File: src/rtl/ewb_drain_arbiter.sv
`default_nettype none
// ============================================================================
//  Module   : ewb_drain_arbiter
//  Brief    : Memory-side arbiter between cache line fills and eviction
//             write buffer drains. Fills take priority. A fill that hits the
//             buffered dirty line is forwarded without a memory access. A
//             bypass counter bounds how long a writeback can be starved.
//  Revision : 1.0 - initial release
// ============================================================================
module ewb_drain_arbiter #(
   parameter int OFFSET_BITS = 4,
   parameter int MAX_BYPASS  = 4
) (
   input  logic         clk,
   input  logic         rst,
   input  logic         ewb_valid,
   input  logic [31:0]  ewb_addr,
   input  logic [127:0] ewb_data,
   output logic         ewb_clear,
   input  logic         fill_read,
   input  logic [31:0]  fill_addr,
   output logic [127:0] fill_rdata,
   output logic         fill_resp,
   output logic         pmem_read,
   output logic         pmem_write,
   output logic [31:0]  pmem_address,
   output logic [127:0] pmem_wdata,
   input  logic [127:0] pmem_rdata,
   input  logic         pmem_resp
);

   localparam int                 c_cnt_w   = $clog2(MAX_BYPASS + 1);
   localparam logic [c_cnt_w-1:0] c_max_cnt = c_cnt_w'(MAX_BYPASS);

   typedef enum logic [1:0] {
      S_IDLE  = 2'd0,
      S_FILL  = 2'd1,
      S_DRAIN = 2'd2,
      S_RESP  = 2'd3
   } state_t;

   state_t               r_state;
   state_t               w_next_state;
   logic [c_cnt_w-1:0]   r_bypass_cnt;
   logic                 r_suppress;
   logic                 r_pmem_read;
   logic                 r_pmem_write;
   logic [31:0]          r_pmem_address;
   logic [127:0]         r_pmem_wdata;
   logic [127:0]         r_fill_rdata;

   logic                 w_ewb_live;
   logic                 w_line_match;
   logic                 w_forward;
   logic                 w_bypass_inc;
   logic [31:0]          w_fill_line;
   logic [31:0]          w_ewb_line;
   logic                 w_unused_offsets;

   // A buffered line is only eligible when it is not the stale copy of a
   // line that was drained on the previous cycle.
   assign w_ewb_live       = ewb_valid && !r_suppress;
   assign w_line_match     = (fill_addr[31:OFFSET_BITS] == ewb_addr[31:OFFSET_BITS]);
   assign w_fill_line      = {fill_addr[31:OFFSET_BITS], {OFFSET_BITS{1'b0}}};
   assign w_ewb_line       = {ewb_addr[31:OFFSET_BITS], {OFFSET_BITS{1'b0}}};
   assign w_unused_offsets = ^{fill_addr[OFFSET_BITS-1:0], ewb_addr[OFFSET_BITS-1:0]};

   // State register.
   always_ff @(posedge clk) begin
      if (!rst) begin
         r_state <= S_IDLE;
      end else begin
         r_state <= w_next_state;
      end
   end

   // Next-state selection: forward hit, forced drain, fill, drain, idle.
   always_comb begin
      w_next_state = r_state;
      w_forward    = 1'b0;
      w_bypass_inc = 1'b0;
      case (r_state)
         S_IDLE: begin
            if (fill_read && w_ewb_live && w_line_match) begin
               w_next_state = S_RESP;
               w_forward    = 1'b1;
            end else if (w_ewb_live && (r_bypass_cnt == c_max_cnt)) begin
               w_next_state = S_DRAIN;
            end else if (fill_read) begin
               w_next_state = S_FILL;
               w_bypass_inc = w_ewb_live;
            end else if (w_ewb_live) begin
               w_next_state = S_DRAIN;
            end
         end
         S_FILL: begin
            if (pmem_resp) begin
               w_next_state = S_RESP;
            end
         end
         S_DRAIN: begin
            if (pmem_resp) begin
               w_next_state = S_IDLE;
            end
         end
         S_RESP: begin
            w_next_state = S_IDLE;
         end
         default: begin
            w_next_state = S_IDLE;
         end
      endcase
   end

   // Memory request registers and fill data capture; requests are loaded on
   // entry to FILL/DRAIN, held, and dropped on the completing edge.
   always_ff @(posedge clk) begin
      if (!rst) begin
         r_pmem_read    <= 1'b0;
         r_pmem_write   <= 1'b0;
         r_pmem_address <= 32'd0;
         r_pmem_wdata   <= 128'd0;
         r_fill_rdata   <= 128'd0;
         r_suppress     <= 1'b0;
      end else begin
         r_suppress <= (r_state == S_DRAIN) && pmem_resp;
         case (r_state)
            S_IDLE: begin
               if (w_forward) begin
                  r_fill_rdata <= ewb_data;
               end else if (w_next_state == S_DRAIN) begin
                  r_pmem_write   <= 1'b1;
                  r_pmem_address <= w_ewb_line;
                  r_pmem_wdata   <= ewb_data;
               end else if (w_next_state == S_FILL) begin
                  r_pmem_read    <= 1'b1;
                  r_pmem_address <= w_fill_line;
               end
            end
            S_FILL: begin
               if (pmem_resp) begin
                  r_pmem_read    <= 1'b0;
                  r_pmem_address <= 32'd0;
                  r_fill_rdata   <= pmem_rdata;
               end
            end
            S_DRAIN: begin
               if (pmem_resp) begin
                  r_pmem_write   <= 1'b0;
                  r_pmem_address <= 32'd0;
                  r_pmem_wdata   <= 128'd0;
               end
            end
            default: begin
            end
         endcase
      end
   end

   // Bypass counter: counts fills that overtake a live drain, saturating at
   // the limit; cleared when the buffer empties or a drain starts.
   always_ff @(posedge clk) begin
      if (!rst) begin
         r_bypass_cnt <= '0;
      end else if (!ewb_valid) begin
         r_bypass_cnt <= '0;
      end else if ((r_state == S_IDLE) && (w_next_state == S_DRAIN)) begin
         r_bypass_cnt <= '0;
      end else if (w_bypass_inc && (r_bypass_cnt < c_max_cnt)) begin
         r_bypass_cnt <= r_bypass_cnt + 1'b1;
      end
   end

   assign pmem_read    = r_pmem_read;
   assign pmem_write   = r_pmem_write;
   assign pmem_address = r_pmem_address;
   assign pmem_wdata   = r_pmem_wdata;
   assign fill_rdata   = r_fill_rdata;
   assign fill_resp    = (r_state == S_RESP);
   // Gated by reset so a drain abandoned by reset can never report completion.
   assign ewb_clear    = rst && (r_state == S_DRAIN) && pmem_resp;

endmodule
`default_nettype wire

File: config.mk
export PLATFORM = sky130hd
export DESIGN_NAME = ewb_drain_arbiter
export DESIGN_NICKNAME = d
export VERILOG_FILES = /design/src/rtl/ewb_drain_arbiter.sv
export SDC_FILE = /design/constraint.sdc
export NUM_CORES = 1
export LEC_CHECK = 0
export ABC_CLOCK_PERIOD_IN_PS = 7700
export BUFFER_PORTS_ARGS = -buffer_cell sky130_fd_sc_hd__buf_2
export CELL_PAD_IN_SITES_DETAIL_PLACEMENT = 1
export CELL_PAD_IN_SITES_GLOBAL_PLACEMENT = 2
export CORE_AREA = 2 2 242 244
export CTS_BUF_LIST = sky130_fd_sc_hd__clkbuf_16
export CTS_CLUSTER_DIAMETER = 60
export DETAILED_ROUTE_END_ITERATION = 16
export DIE_AREA = 0 0 244 246
export PLACE_DENSITY = 0.68
export SYNTH_ARGS = -nofsm -noshare
export SYNTH_HDL_FRONTEND = slang
export SYNTH_SLANG_ARGS = --single-unit
File: constraint.sdc
create_clock -name clk -period 7.7 [get_ports clk]
set_input_delay 0.385 -clock clk [delete_from_list [all_inputs] [get_ports clk]]
set_output_delay 0.385 -clock clk [all_outputs]
set_load 0.02 [all_outputs]
==> results of run 1 <==
[cells by family (layout without fill, tap and decap cells)]
family | Yosys count | in the layout | share of synthesized area
AOI/OAI and AO/OA | 274 | 274 | 0.1998
xor gates and xnor gates | 28 | 28 | 0.01827
adders and majority gates | 9 | 9 | 0.008389
buffers and inverters | 154 | 703 | 0.05369
DFF | 292 | 292 | 0.4355
muxes | 186 | 186 | 0.1413
other | 1 | 7 | 0.0002794
and+or+nand+nor | 359 | 359 | 0.1428
[Yosys cell counts, drive strengths merged (4+ instances only)]
cell type  instances
mux2i            158
mux2              28
dfxtp            292
clkbuf           108
o221a            128
nor2b              4
o22a             129
nor2               8
a21oi              4
buf               39
nand2            191
xor2              13
inv                7
nand2b             4
ha                 9
nand4              7
xnor2             15
nand3b           129
[layer usage]
metal  up-vias  share of wire  GRT usage
li1       5886              -          -
met1      6161           0.41     0.2047
met2       425           0.49     0.2910
met3        99          0.074    0.04891
met4         6          0.031    0.06510
met5         -        0.00066          0
[worst min path at each step]
stage / end / cells past startpoint
finish: pmem_wdata[72]$_SDFFE_PN0P_ / 3
global route: pmem_wdata[75]$_SDFFE_PN0P_ / 3
CTS: pmem_wdata[65]$_SDFFE_PN0P_ / 3
detailed placement: pmem_wdata[71]$_SDFFE_PN0P_ / 2
global placement: pmem_wdata[58]$_SDFFE_PN0P_ / 2
floorplan: r_bypass_cnt[2]$_SDFFE_PP0P_ / 1
[registers in the layout (all words and copies together) (netlist names)]
name	count
fill_rdata	128
pmem_address	28
pmem_read	1
pmem_wdata	128
pmem_write	1
r_bypass_cnt	3
r_state	2
r_suppress	1
[cell type report]
type                       count  area (um2)
antenna                        3       7.507
clock buffer                  45        1126
clock inverter                33       270.3
fill                        6677       39040
inverter                       7       26.28
multi-input combinational    860        6930
sequential                   292        5846
tap                          765       957.2
timing repair buffer         618        3163
[tightest hold or removal path, cell delays in order]
cell and delay, ps:
buf_2 110, nand3b_1 70, mux2i_1 60
[through the flow]
stage	hold WS, ps	total power, mW	area (um2)	util	instances
after floorplan	453.0	5.026	13430	-	1306
after global placement	439.3	6.221	16920	0.2950	2542
after detailed placement	444.4	6.274	16920	0.2950	2542
after CTS	71.80	8.284	18320	0.3193	2620
after global routing	94.72	8.589	18330	0.3195	2623
final	119.3	8.134	18330	0.3195	2623
[power by group through the flow]
stage	Combinational, mW	Clock (mW)	Sequential (mW)
after floorplan	1.88	0	3.14
after global placement	3.81	0	2.41
after detailed placement	3.84	0	2.44
after CTS	3.85	2.02	2.42
after global routing	4.02	2.08	2.49
final	3.77	1.95	2.42
==> reports/results.txt, run 1 <==
die area: 60020 um2
crit share post-route: 0.6374
Longest Clk Path Bufs: 3
status: finished clean
Reg-to-Reg Start: r_state[1]$_SDFF_PN0_
area leader, netlist: dfxtp_1
slowest cell on the critical path: buf_4
vias in the first global route: 12839
port buffer count: 604
clock latency on the worst-skew pair: 550 ps
die width: 244 um
WP data required: 8190 ps
Fmax achieved: 203.8 MHz
initial antenna violation count: 8
DR vias: 12577
H-tree lvl count: 2
RSZ-0062 raised after global routing: no
Internal: 4.788 mW
Worst R2R Setup Slack: 2790 ps
most frequent CP cell: buf_4
LEAKAGE: 8.241 nW
Layout Nets: 2156
starting density of the core: 0.2340
crit-path max cell delay: 870 ps
Avg Synthesized Cell Area: 10.30 um2
Worst Setup SP: r_state[1]$_SDFF_PN0_
Hold/Removal Path Class: in -> reg
Setup WS post-layout: 2792 ps
combinational share of power: 0.464
Critical Path End: fill_rdata[79]$_SDFFE_PN0P_
first-pass GRT wire length: 80920 um
CP max FO: 84
antenna-violating nets left: 0
Top delay family on crit path: buffers and inverters
post-synth top area share: 0.4355
Net Sw Frac: 0.4113
Core ar.: 57370 um2
ys async rst share: 0
overflow left after global routing: 0
DP Worst Slack: 2641 ps
overall routing resource usage: 0.1714
ranking of synthesized cells by area: dfxtp_1, mux2i_1, o221a_2
worst path bufs/invs: 3
first-iteration detailed-routing DRC count: 517
yosys warns: 0
DRC Markers: 0
clock power share: 0.239
Worst slew margin: 0.1931
setup_tns: 0 ps
Max Cap Viol: 0
vias per cell: 4.795
Clock Skew: 22.25 ps
leading cell types in the layout, fill and taps excluded: buf_2, dfxtp_1, nand2_1
wire per inst: 20.85 um
clock sink count: 292
# rows: 88
Max IR drop VDD: 0.3520 mV
Reg-to-Reg End: fill_rdata[79]$_SDFFE_PN0P_
largest net degree at the start of global routing: 188
startpoint types: flip-flop
worst r2r path cells: 8
Slew @ Worst Pin: 1210 ps
Area growth, synth to finish: 36.53%
shortest period the worst path allows: 4908 ps
post_cts resized: 0
Die H: 246 um
final WL: 54680 um
element type at the critical path end: flip-flop
post-synthesis sequential area ratio: 0.4355
1st-pass router iterations: 5
Cell variety after synth: 39
hold buffers post-CTS: 0
hold violation count in the final report: 0
Setup Fix Bufs, Post-CTS: 0
most common cell after layout, fill and taps aside: buf_2
Post-synth EDFFs: 0
Main synth FF type: dfxtp_1
CTS clk-pin slew, worst paths: 60 ps
post-synthesis register bit count: 292
Psw: 3.346 mW
detailed placer's ending HPWL: 38200 um
cell count after synthesis: 1303
CP Cell Sequence: inv_1, ha_4, buf_4, nand2_4, o21a_1, a21oi_4, buf_4, o221a_2
share of cells above drive strength 1: 0.4528
crit path kind: reg -> reg
TritonCTS Buffers: 43
clk root buf: clkbuf_16
num ports: 617
Final Max Slew Viols: 0
cell count along the critical path: 8
final setup fails: 0
CTS tree: built
Placer Congestion: 0.8123
PwrDens: 443.8 nW/um2
Synth Cell Area: 13420 um2
Seq pwr share: 0.297
arrival time at the worst endpoint: 5400 ps
worst hold start: ewb_data[72]
Note: power is estimated with default switching activity, not from simulation.
==> run 2, diff against run 1 <==
--- a/config.mk
+++ b/config.mk
@@ -5,7 +5,7 @@
 export SDC_FILE = /design/constraint.sdc
 export NUM_CORES = 1
 export LEC_CHECK = 0
-export ABC_CLOCK_PERIOD_IN_PS = 7700
+export ABC_CLOCK_PERIOD_IN_PS = 4200
 export BUFFER_PORTS_ARGS = -buffer_cell sky130_fd_sc_hd__buf_2
 export CELL_PAD_IN_SITES_DETAIL_PLACEMENT = 1
 export CELL_PAD_IN_SITES_GLOBAL_PLACEMENT = 2
@@ -14,7 +14,7 @@
 export CTS_CLUSTER_DIAMETER = 60
 export DETAILED_ROUTE_END_ITERATION = 16
 export DIE_AREA = 0 0 244 246
-export PLACE_DENSITY = 0.68
+export PLACE_DENSITY = 0.71
 export SYNTH_ARGS = -nofsm -noshare
 export SYNTH_HDL_FRONTEND = slang
 export SYNTH_SLANG_ARGS = --single-unit
==> constraint.sdc (replaced) <==
create_clock -name clk -period 4.2 [get_ports clk]
set_input_delay 0.21 -clock clk [delete_from_list [all_inputs] [get_ports clk]]
set_output_delay 0.21 -clock clk [all_outputs]
set_load 0.02 [all_outputs]
==> run 2 against run 1 <==
Effect of this change:
- wire length rose by 4.0%
- via count rose by 4.8%
- first-iteration DRC count rose by 2.3%
- flip-flop and latch count did not move
- sequential power rose by 84%
- non-clock buffer count rose by 134
- critical endpoint is now pmem_wdata[56]$_SDFFE_PN0P_
- final cell count rose by 5.0%
- core utilization rose by 2.3 points
- fmax rose by 57%
- sequential share of layout area fell by 2.2 points
- power rose by 85%
- die area did not move
==> reports/results.txt, run 2 (same netlist as run 1, synthesis figures left out) <==
hold violation count in the final report: 0 (unchanged)
CP Cell Sequence: inv_1, ha_4, o22a_1, nor2_1, a31oi_1, ha_1, o211a_4, buf_12, mux2i_1 (was inv_1, ha_4, buf_4, nand2_4, o21a_1, a21oi_4, buf_4, o221a_2)
Final Max Slew Viols: 0 (unchanged)
Fmax achieved: 320.7 MHz (was 203.8 MHz)
crit path kind: reg -> reg (unchanged)
Placer Congestion: 0.8609 (was 0.8123)
Slew @ Worst Pin: 1033 ps (was 1210 ps)
clock latency on the worst-skew pair: 540 ps (was 550 ps)
post_cts resized: 0 (unchanged)
overflow left after global routing: 0 (unchanged)
share of cells above drive strength 1: 0.4284 (was 0.4528)
CP max FO: 57 (was 84)
Placed Cells: 2550 (was 2542)
worst path bufs/invs: 2 (was 3)
post-placement cell area: 17050 um2 (was 16920 um2)
Top delay family on crit path: compound AO/OA/AOI/OAI gates (was buffers and inverters)
PwrDens: 763.9 nW/um2 (was 443.8 nW/um2)
Clock Skew: 16.67 ps (was 22.25 ps)
Worst slew margin: 0.3112 (was 0.1931)
crit share post-route: 0.7424 (was 0.6374)
port buffer count: 604 (unchanged)
Max IR drop VDD: 0.3457 mV (was 0.3520 mV)
leading cell types in the layout, fill and taps excluded: buf_2, dfxtp_1, nand2_1 (unchanged)
startpoint types: flip-flop (unchanged)
largest net degree at the start of global routing: 146 (was 188)
CTS clk-pin slew, worst paths: 60 ps (about the same)
most common cell after layout, fill and taps aside: buf_2 (unchanged)
CTS tree: built (unchanged)
starting density of the core: 0.2340 (unchanged)
first-pass GRT wire length: 84680 um (was 80920 um)
first-iteration detailed-routing DRC count: 529 (was 517)
Layout Nets: 2288 (was 2156)
Core ar.: 57370 um2 (unchanged)
shortest period the worst path allows: 3118 ps (was 4908 ps)
vias per cell: 4.786 (was 4.795)
final setup fails: 0 (unchanged)
antenna-violating nets left: 0 (unchanged)
arrival time at the worst endpoint: 3580 ps (was 5400 ps)
H-tree lvl count: 2 (unchanged)
RSZ-0062 raised after global routing: no (unchanged)
final instance area: 19660 um2 (was 18330 um2)
vias in the first global route: 13822 (was 12839)
Hold/Removal Path Class: in -> reg (unchanged)
TritonCTS Buffers: 41 (was 43)
final WL: 56850 um (was 54680 um)
final hold slack: 22.80 ps (was 119.3 ps)
element type at the critical path end: flip-flop (unchanged)
Area growth, synth to finish: 46.46% (was 36.53%)
detailed placer's ending HPWL: 39770 um (was 38200 um)
Reg-to-Reg Start: r_state[1]$_SDFF_PN0_ (unchanged)
Max Cap Viol: 0 (unchanged)
LEAKAGE: 8.813 nW (was 8.241 nW)
status: finished clean (unchanged)
Longest Clk Path Bufs: 3 (unchanged)
slowest cell on the critical path: ha_4 (was buf_4)
overall routing resource usage: 0.1790 (was 0.1714)
1st-pass router iterations: 8 (was 5)
clock sink count: 292 (unchanged)
hold buffers post-CTS: 126 (was 0)
WP data required: 4660 ps (was 8190 ps)
die width: 244 um (unchanged)
setup_tns: 0 ps (unchanged)
PnR Total Power: 15.02 mW (was 8.134 mW)
worst hold start: ewb_data[32] (was ewb_data[72])
crit-path max cell delay: 570 ps (was 870 ps)
num ports: 617 (unchanged)
Setup Fix Bufs, Post-CTS: 0 (unchanged)
initial antenna violation count: 5 (was 8)
wire per inst: 20.65 um (was 20.85 um)
DR vias: 13175 (was 12577)
post-route non-filler standard cell count: 2753 (was 2623)
# rows: 88 (unchanged)
die area: 60020 um2 (unchanged)
DRC Markers: 0 (unchanged)
Die H: 246 um (unchanged)
clk root buf: clkbuf_16 (unchanged)
Worst Setup SP: r_state[1]$_SDFF_PN0_ (unchanged)
[run 2: changes by cell type in the layout (fill, tap and decap cells not counted), moves of 2 or more]
cell | before | now
clkinv_2 | 2 | 6
clkinv_1 | 11 | 4
dlygate4sd3_1 | 0 | 126
buf_12 | 2 | 7
buf_4 | 12 | 15
clkbuf_16 | 45 | 43
[run 2: per-stage QoR]
step,setup slack [ps],util
after global placement,1043,0.2971
after global routing,754.6,0.3427
after detailed placement,942.2,0.2971
after floorplan,1440,-
after CTS,972.1,0.3425
final,1082,0.3427
[run 2: worst min-delay path, cell delays in order]
cell and delay, ps:
buf_2 110, nand3b_1 110, mux2i_1 80
[run 2: worst paths after layout]
kind / end / slack (ps) / cells after the start
max reg2reg: pmem_wdata[56]$_SDFFE_PN0P_ / 1080 / 9
min: pmem_wdata[32]$_SDFFE_PN0P_ / 20 / 3
min reg2reg: pmem_wdata[52]$_SDFFE_PN0P_ / 450 / 2
max: pmem_wdata[56]$_SDFFE_PN0P_ / 1080 / 9
[run 2: final cells by class]
cell class / instances / area (um2)
Antenna cell: 4 / 10.01
Clock buffer: 43 / 1076
Clock inverter: 30 / 266.5
Fill cell: 6643 / 37710
Inverter: 7 / 26.28
Multi-Input combinational cell: 860 / 6930
Sequential cell: 292 / 5846
Tap cell: 765 / 957.2
Timing Repair Buffer: 752 / 4547
[run 2: power by group]
| part | switching (mW) | total [mW] | internal [mW] |
|---|---|---|---|
| combinational | 4.26 | 7.09 | 2.83 |
| sequential | 0.585 | 4.46 | 3.87 |
| clock | 1.36 | 3.47 | 2.11 |
| total | 6.21 | 15.0 | 8.81 |
[run 2: per-layer routing]
| metal | wire length (um) | GRT usage | up-vias |
|---|---|---|---|
| met1 | 23690 | 0.2110 | 6489 |
| met2 | 27950 | 0.3155 | 438 |
| met5 | 13 | 0 | - |
| met4 | 1666 | 0.05990 | 2 |
| li1 | - | - | 6157 |
| met3 | 3533 | 0.04521 | 89 |
==> run 3, diff against run 2 <==
==> config.mk (replaced) <==
export PLATFORM = sky130hd
export DESIGN_NAME = ewb_drain_arbiter
export DESIGN_NICKNAME = d
export VERILOG_FILES = /design/src/rtl/ewb_drain_arbiter.sv
export SDC_FILE = /design/constraint.sdc
export NUM_CORES = 1
export LEC_CHECK = 0
export ABC_AREA = 1
export ABC_CLOCK_PERIOD_IN_PS = 2820
export BUFFER_PORTS_ARGS = -buffer_cell sky130_fd_sc_hd__buf_2
export CELL_PAD_IN_SITES_DETAIL_PLACEMENT = 1
export CELL_PAD_IN_SITES_GLOBAL_PLACEMENT = 2
export CORE_ASPECT_RATIO = 1.25
export CORE_MARGIN = 2
export CORE_UTILIZATION = 21
export CTS_BUF_LIST = sky130_fd_sc_hd__clkbuf_16
export CTS_CLUSTER_DIAMETER = 60
export DETAILED_ROUTE_END_ITERATION = 16
export PLACE_DENSITY = 0.73
export SYNTH_ARGS = -nofsm -noshare
export SYNTH_HDL_FRONTEND = slang
export SYNTH_SLANG_ARGS = --single-unit
==> constraint.sdc (replaced) <==
create_clock -name clk -period 2.82 [get_ports clk]
set_input_delay 0.141 -clock clk [delete_from_list [all_inputs] [get_ports clk]]
set_output_delay 0.141 -clock clk [all_outputs]
set_load 0.02 [all_outputs]
==> run 3 against run 2 <==
Effect of this change:
- setup slack worse by 960 ps
- power increased by 62%
- sequential power is 36% higher
- final cell count is 45% higher
- count of clock-buffer cells in the layout decreased by 4
- synthesized area rose by 6.4%
- critical path type unchanged
- largest power group unchanged
==> reports/results.txt, run 3 <==
status: finished clean (unchanged)
RSZ-0062 raised after global routing: yes (was no)
Area growth, synth to finish: 58.92% (was 46.46%)
Storage cell area: 5846 um2 (unchanged)
post-synthesis sequential area ratio: 0.4092 (was 0.4355)
element type at the critical path end: flip-flop (unchanged)
detailed placer's ending HPWL: 47010 um (was 39770 um)
final setup fails: 0 (unchanged)
overall routing resource usage: 0.1934 (was 0.1790)
post-synth top area share: 0.4092 (was 0.4355)
area leader, netlist: dfxtp_1 (unchanged)
Placer Congestion: 0.8208 (was 0.8609)
crit-path max cell delay: 340 ps (was 570 ps)
hold path depth: 5 (was 3)
shortest period the worst path allows: 2702 ps (was 3118 ps)
CTS clk-pin slew, worst paths: 60 ps (about the same)
Max Cap Viol: 0 (unchanged)
final WL: 74480 um (was 56850 um)
PwrDens: 1073 nW/um2 (was 763.9 nW/um2)
starting density of the core: 0.2129 (was 0.2340)
yosys warns: 0 (unchanged)
initial antenna violation count: 2 (was 5)
post-layout util: 0.3383 (was 0.3427)
Worst slew margin: 0.4766 (was 0.3112)
Die H: 295.6 um (was 246 um)
Hold/Removal Path Class: in -> reg (unchanged)
overflow left after global routing: 0 (unchanged)
startpoint types: flip-flop (unchanged)
count leader, synth: nand2_1 (was dfxtp_1)
vias in the first global route: 18986 (was 13822)
Avg Synthesized Cell Area: 6.312 um2 (was 10.30 um2)
arrival time at the worst endpoint: 3100 ps (was 3580 ps)
worst r2r path cells: 14 (was 9)
cell count after synthesis: 2263 (was 1303)
DRC Markers: 0 (unchanged)
Slew @ Worst Pin: 785.1 ps (was 1033 ps)
Synth Cell Area: 14280 um2 (was 13420 um2)
clock latency on the worst-skew pair: 540 ps (about the same)
Setup WS post-layout: 117.8 ps (was 1082 ps)
multi-input logic area: 7086 um2 (was 6930 um2)
num ports: 617 (unchanged)
first-pass GRT wire length: 106500 um (was 84680 um)
TritonCTS Buffers: 39 (was 41)
clk root buf: clkbuf_16 (unchanged)
H-tree lvl count: 2 (unchanged)
die width: 237.3 um (was 244 um)
port buffer count: 604 (unchanged)
CP max FO: 13 (was 57)
cell count along the critical path: 14 (was 9)
die area: 70140 um2 (was 60020 um2)
most common cell after layout, fill and taps aside: nand2_1 (was buf_2)
leading cell types in the layout, fill and taps excluded: nand2_1, buf_2, nor2_1 (was buf_2, dfxtp_1, nand2_1)
clock sink count: 292 (unchanged)
Post-synth EDFFs: 0 (unchanged)
Top delay family on crit path: buffers and inverters (was compound AO/OA/AOI/OAI gates)
Layout Nets: 3434 (was 2288)
worst path bufs/invs: 4 (was 2)
first-iteration detailed-routing DRC count: 641 (was 529)
ys async rst share: 0 (unchanged)
wire per inst: 18.66 um (was 20.65 um)
DP Worst Slack: -99.47 ps (was 942.2 ps)
crit path kind: reg -> reg (unchanged)
WP data required: 3220 ps (was 4660 ps)
Cell variety after synth: 30 (was 39)
ranking of synthesized cells by area: dfxtp_1, nand2_1, nor2_1 (was dfxtp_1, mux2i_1, o221a_2)
Placed Cells: 3615 (was 2550)
crit share post-route: 0.9582 (was 0.7424)
Clock Skew: 19.55 ps (was 16.67 ps)
Max IR drop VDD: 0.6457 mV (was 0.3457 mV)
CTS tree: built (unchanged)
Final Max Slew Viols: 0 (unchanged)
DR vias: 18067 (was 13175)
CP Cell Sequence: inv_1, ha_2, nor2_1, inv_1, o32ai_1, a31oi_4, ha_4, nand2_1, a21oi_4, buf_12, nand2_8, clkbuf_16, nand2_1, a21oi_1 (was inv_1, ha_4, o22a_1, nor2_1, a31oi_1, ha_1, o211a_4, buf_12, mux2i_1)
antenna-violating nets left: 0 (unchanged)
Longest Clk Path Bufs: 3 (unchanged)
hold violation count in the final report: 0 (unchanged)
Main synth FF type: dfxtp_1 (unchanged)
PnR Total Power: 24.36 mW (was 15.02 mW)
Post-synth top cells: nand2_1, nor2_1, dfxtp_1 (was dfxtp_1, nand2_1, mux2i_1)
Fmax achieved: 370.1 MHz (was 320.7 MHz)
LEAKAGE: 11.76 nW (was 8.813 nW)
# rows: 106 (was 88)
Core ar.: 67110 um2 (was 57370 um2)
post-route non-filler standard cell count: 3991 (was 2753)
largest net degree at the start of global routing: 130 (was 146)
share of cells above drive strength 1: 0.2418 (was 0.4284)
vias per cell: 4.527 (was 4.786)
slowest cell on the critical path: dfxtp_1 (was ha_4)
post-synthesis register bit count: 292 (unchanged)
setup_tns: 0 ps (unchanged)
fill cell count: 8570 (was 6643)
1st-pass router iterations: 5 (was 8)
-- run 3: changes by cell type in the layout (fill, tap and decap cells not counted), moves of 29 or more --
cell,before,now
nand3b_1,129,0
dlygate4sd3_1,126,282
inv_1,15,178
a21oi_1,3,178
mux2i_1,158,0
nand2_1,190,862
nand3_1,3,35
o21ai_0,3,32
o22a_1,129,0
nor2_1,8,341
nand4_1,7,131
o221a_2,128,0
-- run 3: cell families after synthesis --
| family | count (synthesis) | synth area share |
|---|---|---|
| AND/OR/NAND/NOR | 1382 | 0.3906 |
| buffers and inverters | 345 | 0.1046 |
| flip-flops | 292 | 0.4092 |
| AO/OA/AOI/OAI | 217 | 0.07708 |
| XOR/XNOR | 17 | 0.01042 |
| adder cells (fa/ha/maj) | 9 | 0.007883 |
| other | 1 | 0.0002625 |
-- run 3: what timing repair did --
item                       CTS  global route
pin swaps                    1             3
hold buffers               282             0
hold endpoints to repair   283             0
gates cloned                 0            13
setup buffers                0            13
setup endpoints to repair    8           153
resized for setup            1            18
-- run 3: cell type report --
cell class,instances,area share
Multi-Input combinational cell,1630,0.3121
Sequential cell,292,0.2575
Clock inverter,28,0.01003
Timing Repair Buffer,961,0.3002
Antenna cell,1,0.0001102
Tap cell,864,0.04762
Clock buffer,39,0.04299
Inverter,176,0.02943
-- run 3: metrics by stage --
stage / hold slack [ps] / instance area [um2]
6_report: 43.53 / 22700
5_1_grt: 37.94 / 22700
4_1_cts: 1.071 / 22270
3_5_place_dp: 443.4 / 18240
3_3_place_gp: 434.5 / 18240
2_1_floorplan: 278.8 / 14300
-- run 3: path summary, 6_finish.rpt --
check / from / endpoint / slack [ps]
worst max register to register: r_state[1]$_SDFF_PN0_ / pmem_wdata[29]$_SDFFE_PN0P_ / 120
worst min register to register: pmem_wdata[42]$_SDFFE_PN0P_ / pmem_wdata[42]$_SDFFE_PN0P_ / 460
worst min-delay path: pmem_rdata[11] / fill_rdata[11]$_SDFFE_PN0P_ / 40
worst max-delay path: r_state[1]$_SDFF_PN0_ / pmem_wdata[29]$_SDFFE_PN0P_ / 120
-- run 3: metal layers --
layer | wire (um) | track usage | share of wire
met4 | 3164 | 0.08882 | 0.042
met1 | 29840 | 0.2102 | 0.40
met3 | 4796 | 0.05089 | 0.064
met5 | 21 | 0 | 0.00028
met2 | 36660 | 0.3505 | 0.49
-- run 3: report_power, final --
part / internal, mW / total, mW / switching [mW]
clock network: 2.80 / 4.83 / 2.03
logic: 4.77 / 13.5 / 8.69
registers: 5.42 / 6.07 / 0.658
total: 13.0 / 24.4 / 11.4
-- run 3: tightest hold or removal path, stage by stage --
cell     delay, ps
buf_2           90
nand2_1         70
nand2_1         80
nor2_1          60
nor2_1         100
